### src/rtl/vga_fb_scanout.sv
// Frame-buffer scan-out for the VGA path: timing counters, 1-bpp word fetch from
// the frame-buffer read port, a 32-bit pixel serializer and registered DAC outputs.
module vga_fb_scanout #(
    parameter int          H_ACTIVE = 640,
    parameter int          H_FP     = 16,
    parameter int          H_SYNC   = 96,
    parameter int          H_BP     = 48,
    parameter int          V_ACTIVE = 480,
    parameter int          V_FP     = 10,
    parameter int          V_SYNC   = 2,
    parameter int          V_BP     = 33,
    parameter int          ADDR_W   = 16,
    parameter int unsigned FB_BASE  = 0,
    parameter logic [11:0] FG_RGB   = 12'hFFF,
    parameter logic [11:0] BG_RGB   = 12'h000
) (
    input  logic              clock,
    input  logic              rst_n,
    output logic [ADDR_W-1:0] rd_addr,
    input  logic [31:0]       rd_data,
    output logic              vga_hs,
    output logic              vga_vs,
    output logic [3:0]        vga_r,
    output logic [3:0]        vga_g,
    output logic [3:0]        vga_b,
    output logic              vblank,
    output logic              frame_start
);

    localparam int H_TOTAL = H_ACTIVE + H_FP + H_SYNC + H_BP;
    localparam int V_TOTAL = V_ACTIVE + V_FP + V_SYNC + V_BP;
    localparam int H_W     = $clog2(H_TOTAL);
    localparam int V_W     = $clog2(V_TOTAL);

    localparam logic [H_W-1:0] H_LAST       = H_W'(H_TOTAL - 1);
    localparam logic [H_W-1:0] H_VIS_END    = H_W'(H_ACTIVE);
    localparam logic [H_W-1:0] H_SYNC_START = H_W'(H_ACTIVE + H_FP);
    localparam logic [H_W-1:0] H_SYNC_END   = H_W'(H_ACTIVE + H_FP + H_SYNC);
    localparam logic [H_W-1:0] H_MID_END    = H_W'(H_ACTIVE - 32);
    localparam logic [H_W-1:0] H_FETCH_W0   = H_W'(H_TOTAL - 3);

    localparam logic [V_W-1:0] V_LAST       = V_W'(V_TOTAL - 1);
    localparam logic [V_W-1:0] V_VIS_END    = V_W'(V_ACTIVE);
    localparam logic [V_W-1:0] V_VIS_LAST   = V_W'(V_ACTIVE - 1);
    localparam logic [V_W-1:0] V_SYNC_START = V_W'(V_ACTIVE + V_FP);
    localparam logic [V_W-1:0] V_SYNC_END   = V_W'(V_ACTIVE + V_FP + V_SYNC);

    localparam logic [ADDR_W-1:0] BASE_ADDR = ADDR_W'(FB_BASE);

    logic [H_W-1:0] h_cnt;
    logic [V_W-1:0] v_cnt;
    logic [31:0]    shift_q;

    logic        h_wrap;
    logic        v_wrap;
    logic        h_vis;
    logic        v_vis;
    logic        active;
    logic        next_line_vis;
    logic        mid_slot;
    logic        fetch_mid;
    logic        load_mid;
    logic        fetch_first;
    logic        load_first;
    logic [11:0] rgb_d;

    // Register updates land one cycle ahead of the slot they serve: rd_addr
    // changes at the end of 32k-3 so it is stable in 32k-2, and the shift
    // register loads at the end of 32k-1 so word k's bit 0 is live at 32k.
    always_comb begin
        h_wrap        = (h_cnt == H_LAST);
        v_wrap        = (v_cnt == V_LAST);
        h_vis         = (h_cnt < H_VIS_END);
        v_vis         = (v_cnt < V_VIS_END);
        active        = h_vis && v_vis;
        next_line_vis = (v_cnt < V_VIS_LAST) || v_wrap;
        mid_slot      = v_vis && (h_cnt < H_MID_END);
        fetch_mid     = mid_slot && (h_cnt[4:0] == 5'd29);
        load_mid      = mid_slot && (h_cnt[4:0] == 5'd31);
        fetch_first   = next_line_vis && (h_cnt == H_FETCH_W0);
        load_first    = next_line_vis && h_wrap;
        rgb_d         = 12'h000;
        if (active) begin
            rgb_d = shift_q[0] ? FG_RGB : BG_RGB;
        end
    end

    // NOTE: every clocked block uses non-blocking assignments so all state
    // updates see the same pre-edge values regardless of block order.
    always_ff @(posedge clock or negedge rst_n) begin
        if (!rst_n) begin
            h_cnt <= '0;
            v_cnt <= '0;
        end else if (h_wrap) begin
            h_cnt <= '0;
            v_cnt <= v_wrap ? '0 : v_cnt + 1'b1;
        end else begin
            h_cnt <= h_cnt + 1'b1;
        end
    end

    // Word 0 of line 0 is fetched on the last line of the previous frame,
    // which is where the address counter rewinds to the frame base.
    always_ff @(posedge clock or negedge rst_n) begin
        if (!rst_n) begin
            rd_addr <= BASE_ADDR;
        end else if (fetch_first && v_wrap) begin
            rd_addr <= BASE_ADDR;
        end else if (fetch_first || fetch_mid) begin
            rd_addr <= rd_addr + ADDR_W'(4);
        end
    end

    always_ff @(posedge clock or negedge rst_n) begin
        if (!rst_n) begin
            shift_q <= '0;
        end else if (load_first || load_mid) begin
            shift_q <= rd_data;
        end else if (active) begin
            shift_q <= {1'b0, shift_q[31:1]};
        end
    end

    // All pins are decoded from the same counter state, so they stay aligned.
    always_ff @(posedge clock or negedge rst_n) begin
        if (!rst_n) begin
            vga_hs      <= 1'b1;
            vga_vs      <= 1'b1;
            vga_r       <= '0;
            vga_g       <= '0;
            vga_b       <= '0;
            vblank      <= 1'b0;
            frame_start <= 1'b0;
        end else begin
            vga_hs      <= ~((h_cnt >= H_SYNC_START) && (h_cnt < H_SYNC_END));
            vga_vs      <= ~((v_cnt >= V_SYNC_START) && (v_cnt < V_SYNC_END));
            vga_r       <= rgb_d[11:8];
            vga_g       <= rgb_d[7:4];
            vga_b       <= rgb_d[3:0];
            vblank      <= ~v_vis;
            frame_start <= (h_cnt == '0) && (v_cnt == '0);
        end
    end

endmodule
### config.mk
export PLATFORM = sky130hd
export DESIGN_NAME = vga_fb_scanout
export DESIGN_NICKNAME = d
export VERILOG_FILES = /design/src/rtl/vga_fb_scanout.sv
export SDC_FILE = /design/constraint.sdc
export NUM_CORES = 1
export LEC_CHECK = 0
export CORE_UTILIZATION = 54
export DETAILED_ROUTE_END_ITERATION = 16
export HOLD_SLACK_MARGIN = 0.05
export MAX_ROUTING_LAYER = met4
export PLACE_DENSITY = 0.8
export SLEW_MARGIN = 20
export SYNTH_ARGS = -nofsm -noshare
export SYNTH_HDL_FRONTEND = slang
export SYNTH_SLANG_ARGS = --single-unit
### constraint.sdc
create_clock -name clock -period 3.1 [get_ports clock]
set_input_delay 0.93 -clock clock [delete_from_list [all_inputs] [get_ports clock]]
set_output_delay 0.93 -clock clock [all_outputs]
set_load 0.02 [all_outputs]
### Word level (Yosys, flattened, before mapping)

Index checks and enable logic that the tools add are counted.

| cells by class | value |
|---|---|
| reductions and logical operators | 17 |
| multiplexer cells | 8 |
| $lt $le $gt $ge | 8 |
| bitwise logic cells | 3 |
| eq/ne operators | 5 |
| add/sub/neg operators | 3 |

Operators with widths:

| kind | number |
|---|---|
| 2-to-1 mux 32 bit | 2 |
| 2-to-1 mux 16 bit | 2 |
| == test 10 bit (second input constant) | 3 |
| less-than comparator 10 bit (second input constant) | 3 |
| less-than comparator 10 x 9 -> 1 bit (second input constant) | 3 |
| 2-to-1 mux 12 bit | 2 |
| adder 10 x 1 -> 10 bit (second input constant) | 2 |
| zero test 10 bit | 2 |
| 2-to-1 mux 10 bit | 2 |
| adder 16 x 3 -> 16 bit (second input constant) | 1 |
| == test 5 bit (second input constant) | 2 |
| >= comparator 10 bit (second input constant) | 1 |
| >= comparator 10 x 9 -> 1 bit (second input constant) | 1 |
| logical AND 1 bit | 10 |
| nonzero test 2 bit | 2 |
| logical OR 1 bit | 3 |
| inverter 1 bit | 3 |

| storage, ports and cells | value |
|---|---|
| output and inout port bits | 32 |
| logic and storage cells | 55 |
| input bits | 34 |
| register bits after elaboration | 84 |

### Longest topological paths before layout

| logic depth | value |
|---|---|
| depth after elaboration | 6 |
| depth in mapped cells | 9 |
| gate-level depth less buffers | 7 |

### Worst setup path after synthesis

OpenSTA, ideal clock, no wires.

| path | value |
|---|---|
| kind | flip-flop to flip-flop |
| from | register v_cnt[0] |
| to | register shift_q[0] |
| cell stages (with the launch flop) | 8 |
| data required time | 2.975 ns |
| arrival time | 2.194 ns |
| buffers on the path | 1 |
| library setup time | 0.125 ns |
| period minus slack after synthesis | 2.319 ns |
| setup slack | 0.781 ns |
| path through | dfrtp_1 -> ha_1 -> and4_1 -> a41oi_1 -> nor2_4 -> o21ai_4 -> buf_12 -> mux2_4 |

| between the ends | value |
|---|---|
| longest elaborated chain between the ends | 5 |
| elaborated cells on any way between the ends | 11 |
| those cells by class | order compare (2); eq/ne (1); mux (1); reduce/logical (7) |

RTL lines:

| what | line | source |
|---|---|---|
| start, declared | 51 | `logic [V_W-1:0] v_cnt;` |
| start signal, assigned | 96 | `v_cnt <= v_wrap ? '0 : v_cnt + 1'b1;` |
| less-than comparator 10 x 9 -> 1 bit (tied with other cells) | 76 | `next_line_vis = (v_cnt < V_VIS_LAST) \|\| v_wrap;` |
| logical OR 1 bit or logical AND 1 bit (tied branches) | 76, 77 |  |
| logical AND 1 bit (on tied branches) | 81, 79 |  |
| logical OR 1 bit | 117 | `end else if (load_first \|\| load_mid) begin` |
| 2-to-1 mux 32 bit or nonzero test 2 bit (tied branches) | n/a |  |
| end signal, assigned | 118 | `shift_q <= rd_data;` |
| end signal, assigned | 120 | `shift_q <= {1'b0, shift_q[31:1]};` |
| end, declared | 52 | `logic [31:0] shift_q;` |

Parallel ways exist; a longest one is shown, timed or not.
A chain may end at the register's enable or synchronous reset.

### Worst setup path in the final report

| path | value |
|---|---|
| from | register h_cnt[5] |
| to | register shift_q[14] |

| between the ends | value |
|---|---|
| longest elaborated chain between the ends | 5 |
| elaborated cells on any way between the ends | 10 |
| those cells by class | order compare (2); eq/ne (1); mux (1); reduce/logical (6) |

RTL lines:

| what | line | source |
|---|---|---|
| start, declared | 50 | `logic [H_W-1:0] h_cnt;` |
| start signal, assigned | 98 | `h_cnt <= h_cnt + 1'b1;` |
| less-than comparator 10 bit | 77 | `mid_slot = v_vis && (h_cnt < H_MID_END);` |
| logical AND 1 bit | 77 |  |
| logical AND 1 bit | 79 | `load_mid = mid_slot && (h_cnt[4:0] == 5'd31);` |
| logical OR 1 bit | 117 |  |
| 2-to-1 mux 32 bit or nonzero test 2 bit (tied branches) | n/a |  |

Parallel ways exist; a longest one is shown, timed or not.

==> impl_metrics.yaml <==
critical_path:
  cp.arrival_ps: 2730
  crit_type: "reg -> reg"
  rrSetupSlack_ps: 600
  path_max_fanout: 15
  crit_required_ps: 3330
  worst_r2r_startpoint: "h_cnt[5]$_DFF_PN0_"
  crit_end: "shift_q[14]$_DFFE_PN0P_"
  worstReg2RegEnd: "shift_q[14]$_DFFE_PN0P_"
  ff2ff_path_depth: 6
  cp-end-kind: "flop"
  critPathLaunchType: "flop"
  critPathLaunch: "h_cnt[5]$_DFF_PN0_"
place:
  portBuffers: 63
  place_hpwl_um: 5652
  gp_congestion: 0.8197
timing:
  max_freq_mhz: 399.2
  slew_violations: 0
  finalSetupTns_ps: 0
  worstMarginPinSlew_ps: 647.2
  fin_crit_ps: 2505
  setup_violations: 0
  rsz0062_at_grt: "false"
  slew_headroom_pct: 56.24
  finalHoldViolCount: 0
  finalCritPeriodShare_pct: 80.80
  clock_skew_ps: 9.595
  fin_hold_ws_ps: 527.9
clock_network:
  cts_resized: 0
  cts_post_setup_buffers_inserted: 0
  clock_path_buffers: 2
  cts_tree: "built"
  postCtsHoldBufs: 0
  cts_root_buf: "clkbuf_8"
  worstSkewPairLatency_ps: 350
  clock_sink_count: 71
  cts_made_buffers: 9
  cts.clk_slew.worst_paths_ps: 80
  h-tree-depth: 3
yosys:
  synth-edff-count: 0
  synth_top_area_cell: "dfrtp_1"
  netlist.area_leader.share_pct: 41.03
  ys.flop_type: "dfrtp_1"
  ys_top_cells_by_count: "dfrtp_1 (69), mux2_2 (33), mux2_4 (30)"
  synth_area_um2: 4208
  synth.ff_latch_count: 71
  ys_seq_area_share_pct: 42.28
  avgSynthCellArea_um2: 11.47
  yosysMostFrequentCell: "dfrtp_1"
  yosysWarnings: 0
  synth-async-reset-ratio_pct: 100.0
  ys_types: 61
  synth_cells: 367
  ys_top_cells_by_area: "dfrtp_1 (41%), mux2_4 (11%), mux2_2 (8.8%)"
grt:
  antenna_found_initial: 0
  grt_pass1_vias: 2887
  grt_start_max_net_pins: 72
  grt_use_total_pct: 22.01
  grt_first_pass_wirelength_um: 13820
  grt-ovfl-total: 0
route:
  vias_per_cell: 5.698
  first_pass_iters: 4
  wl_per_cell_um: 15.57
  drc_errors: 0
  ant_nets: 0
  dr.first_iter.drc_count: 130
  vias: 2980
  drt_wl_total_um: 8141
floorplan:
  start_util_pct: 56.80
  fp.dieW_um: 90.28
  io_pins: 66
  core_um2: 7408
  die_y_um: 90.28
  rows: 31
  dieArea_um2: 8150
cells_and_area:
  layout.nets: 460
  area_delta_synth_final_pct: 18.61
  layout-drive-gt1-share_pct: 25.24
  n_antenna_cell: 0
power_and_ir_drop:
  power_uw: 1818
  p_leak_uw: 0.002247
  ir_worst_vdd_mv: 0.2476
  power_density_nw_per_um2: 364.2
status:
  outcome: "finished, final reports clean"
worst_hold_path:
  min_path_type: "reg -> reg"
run:
  maxCapViolCount: 0
## layer usage
layer / part of all wire (%) / wire length [um] / up-vias / global-route usage [%]
met5: 0 / 0 / - / -
met4: 1.7 / 142 / 0 / 9.274
met3: 4.3 / 353 / 12 / 3.451
met2: 47 / 3821 / 81 / 32.57
met1: 47 / 3824 / 1460 / 30.30
li1: - / - / 1427 / -
## through the flow
| step | setup slack [ps] | cells | area [um^2] | utilization (%) |
|---|---|---|---|---|
| finish | 595.1 | 523 | 4991 | 67.37 |
| global route | 429.2 | 523 | 4991 | 67.37 |
| CTS | 590.1 | 523 | 4991 | 67.37 |
| detailed placement | 619.1 | 507 | 4786 | 64.60 |
| global placement | 672.0 | 507 | 4786 | 64.60 |
| floorplan | 780.7 | 368 | 4212 | - |
## flip-flops by register name, summed over array words and instances, names as in the netlist
signal	count
v_cnt	10
shift_q	32
vblank	1
h_cnt	10
rd_addr	14
vga_b	1
frame_start	1
vga_vs	1
vga_hs	1
## cell families (layout without fill, tap and decap cells)
| family | Yosys count | in the layout | synth area share (%) |
|---|---|---|---|
| compound gates | 47 | 47 | 8.594 |
| buf+inv | 43 | 99 | 7.552 |
| simple gates | 119 | 119 | 16.29 |
| xor+xnor | 8 | 8 | 1.665 |
| fa+ha+maj | 7 | 7 | 2.081 |
| other cells | 1 | 2 | 0.08912 |
| mux | 71 | 71 | 21.44 |
| flops | 71 | 71 | 42.28 |
## worst min path at each step
| stage | from | end | depth (start not counted) |
|---|---|---|---|
| 2_1_floorplan | v_cnt[3]$_DFFE_PN0N_ | frame_start$_DFF_PN0_ | 1 |
| 3_3_place_gp | shift_q[0]$_DFFE_PN0P_ | vga_b[2]$_DFF_PN0_ | 1 |
| 3_5_place_dp | shift_q[0]$_DFFE_PN0P_ | vga_b[2]$_DFF_PN0_ | 1 |
| 4_1_cts | shift_q[0]$_DFFE_PN0P_ | vga_b[2]$_DFF_PN0_ | 1 |
| 5_1_grt | shift_q[0]$_DFFE_PN0P_ | vga_b[2]$_DFF_PN0_ | 1 |
| 6_report | v_cnt[3]$_DFFE_PN0N_ | frame_start$_DFF_PN0_ | 1 |
## layout make-up
| class | count | area (um^2) |
|---|---|---|
| multi-input combinational | 254 | 2115 |
| inverter | 12 | 45.04 |
| timing repair buffer | 71 | 723.2 |
| fill | 558 | 2417 |
| clock buffer | 10 | 137.6 |
| clock inverter | 6 | 67.56 |
| tap | 99 | 123.9 |
| sequential | 71 | 1779 |
## placed cells by master, fill, tap and decap left out, types with 5 or more instances in the layout
master / instances
nor2_1: 12
nand2b_1: 5
nand2_1: 27
clkdlybuf4s50_1: 62
dfrtp_1: 69
and3_1: 10
inv_1: 11
buf_4: 5
nand4_1: 14
o21ai_0: 12
mux2_2: 33
mux2_4: 30
nand3_1: 18
nor2b_1: 5
a21oi_1: 6
clkbuf_8: 10
ha_1: 7
a211o_1: 6
mux2i_1: 8
## critical path, cell delays in order, from the launching register on
cell,delay [ps]
dfrtp_1,460
or4b_4,610
nor2_2,240
nand2_4,120
o21ai_4,400
buf_12,230
mux2_4,310
## where the power goes
part	switching, uW	total, uW	internal (uW)
logic	45.0	115	70.5
clock network	363	759	396
registers	6.92	943	936
total	415	1820	1400
Power figures use the tool's default switching activity.
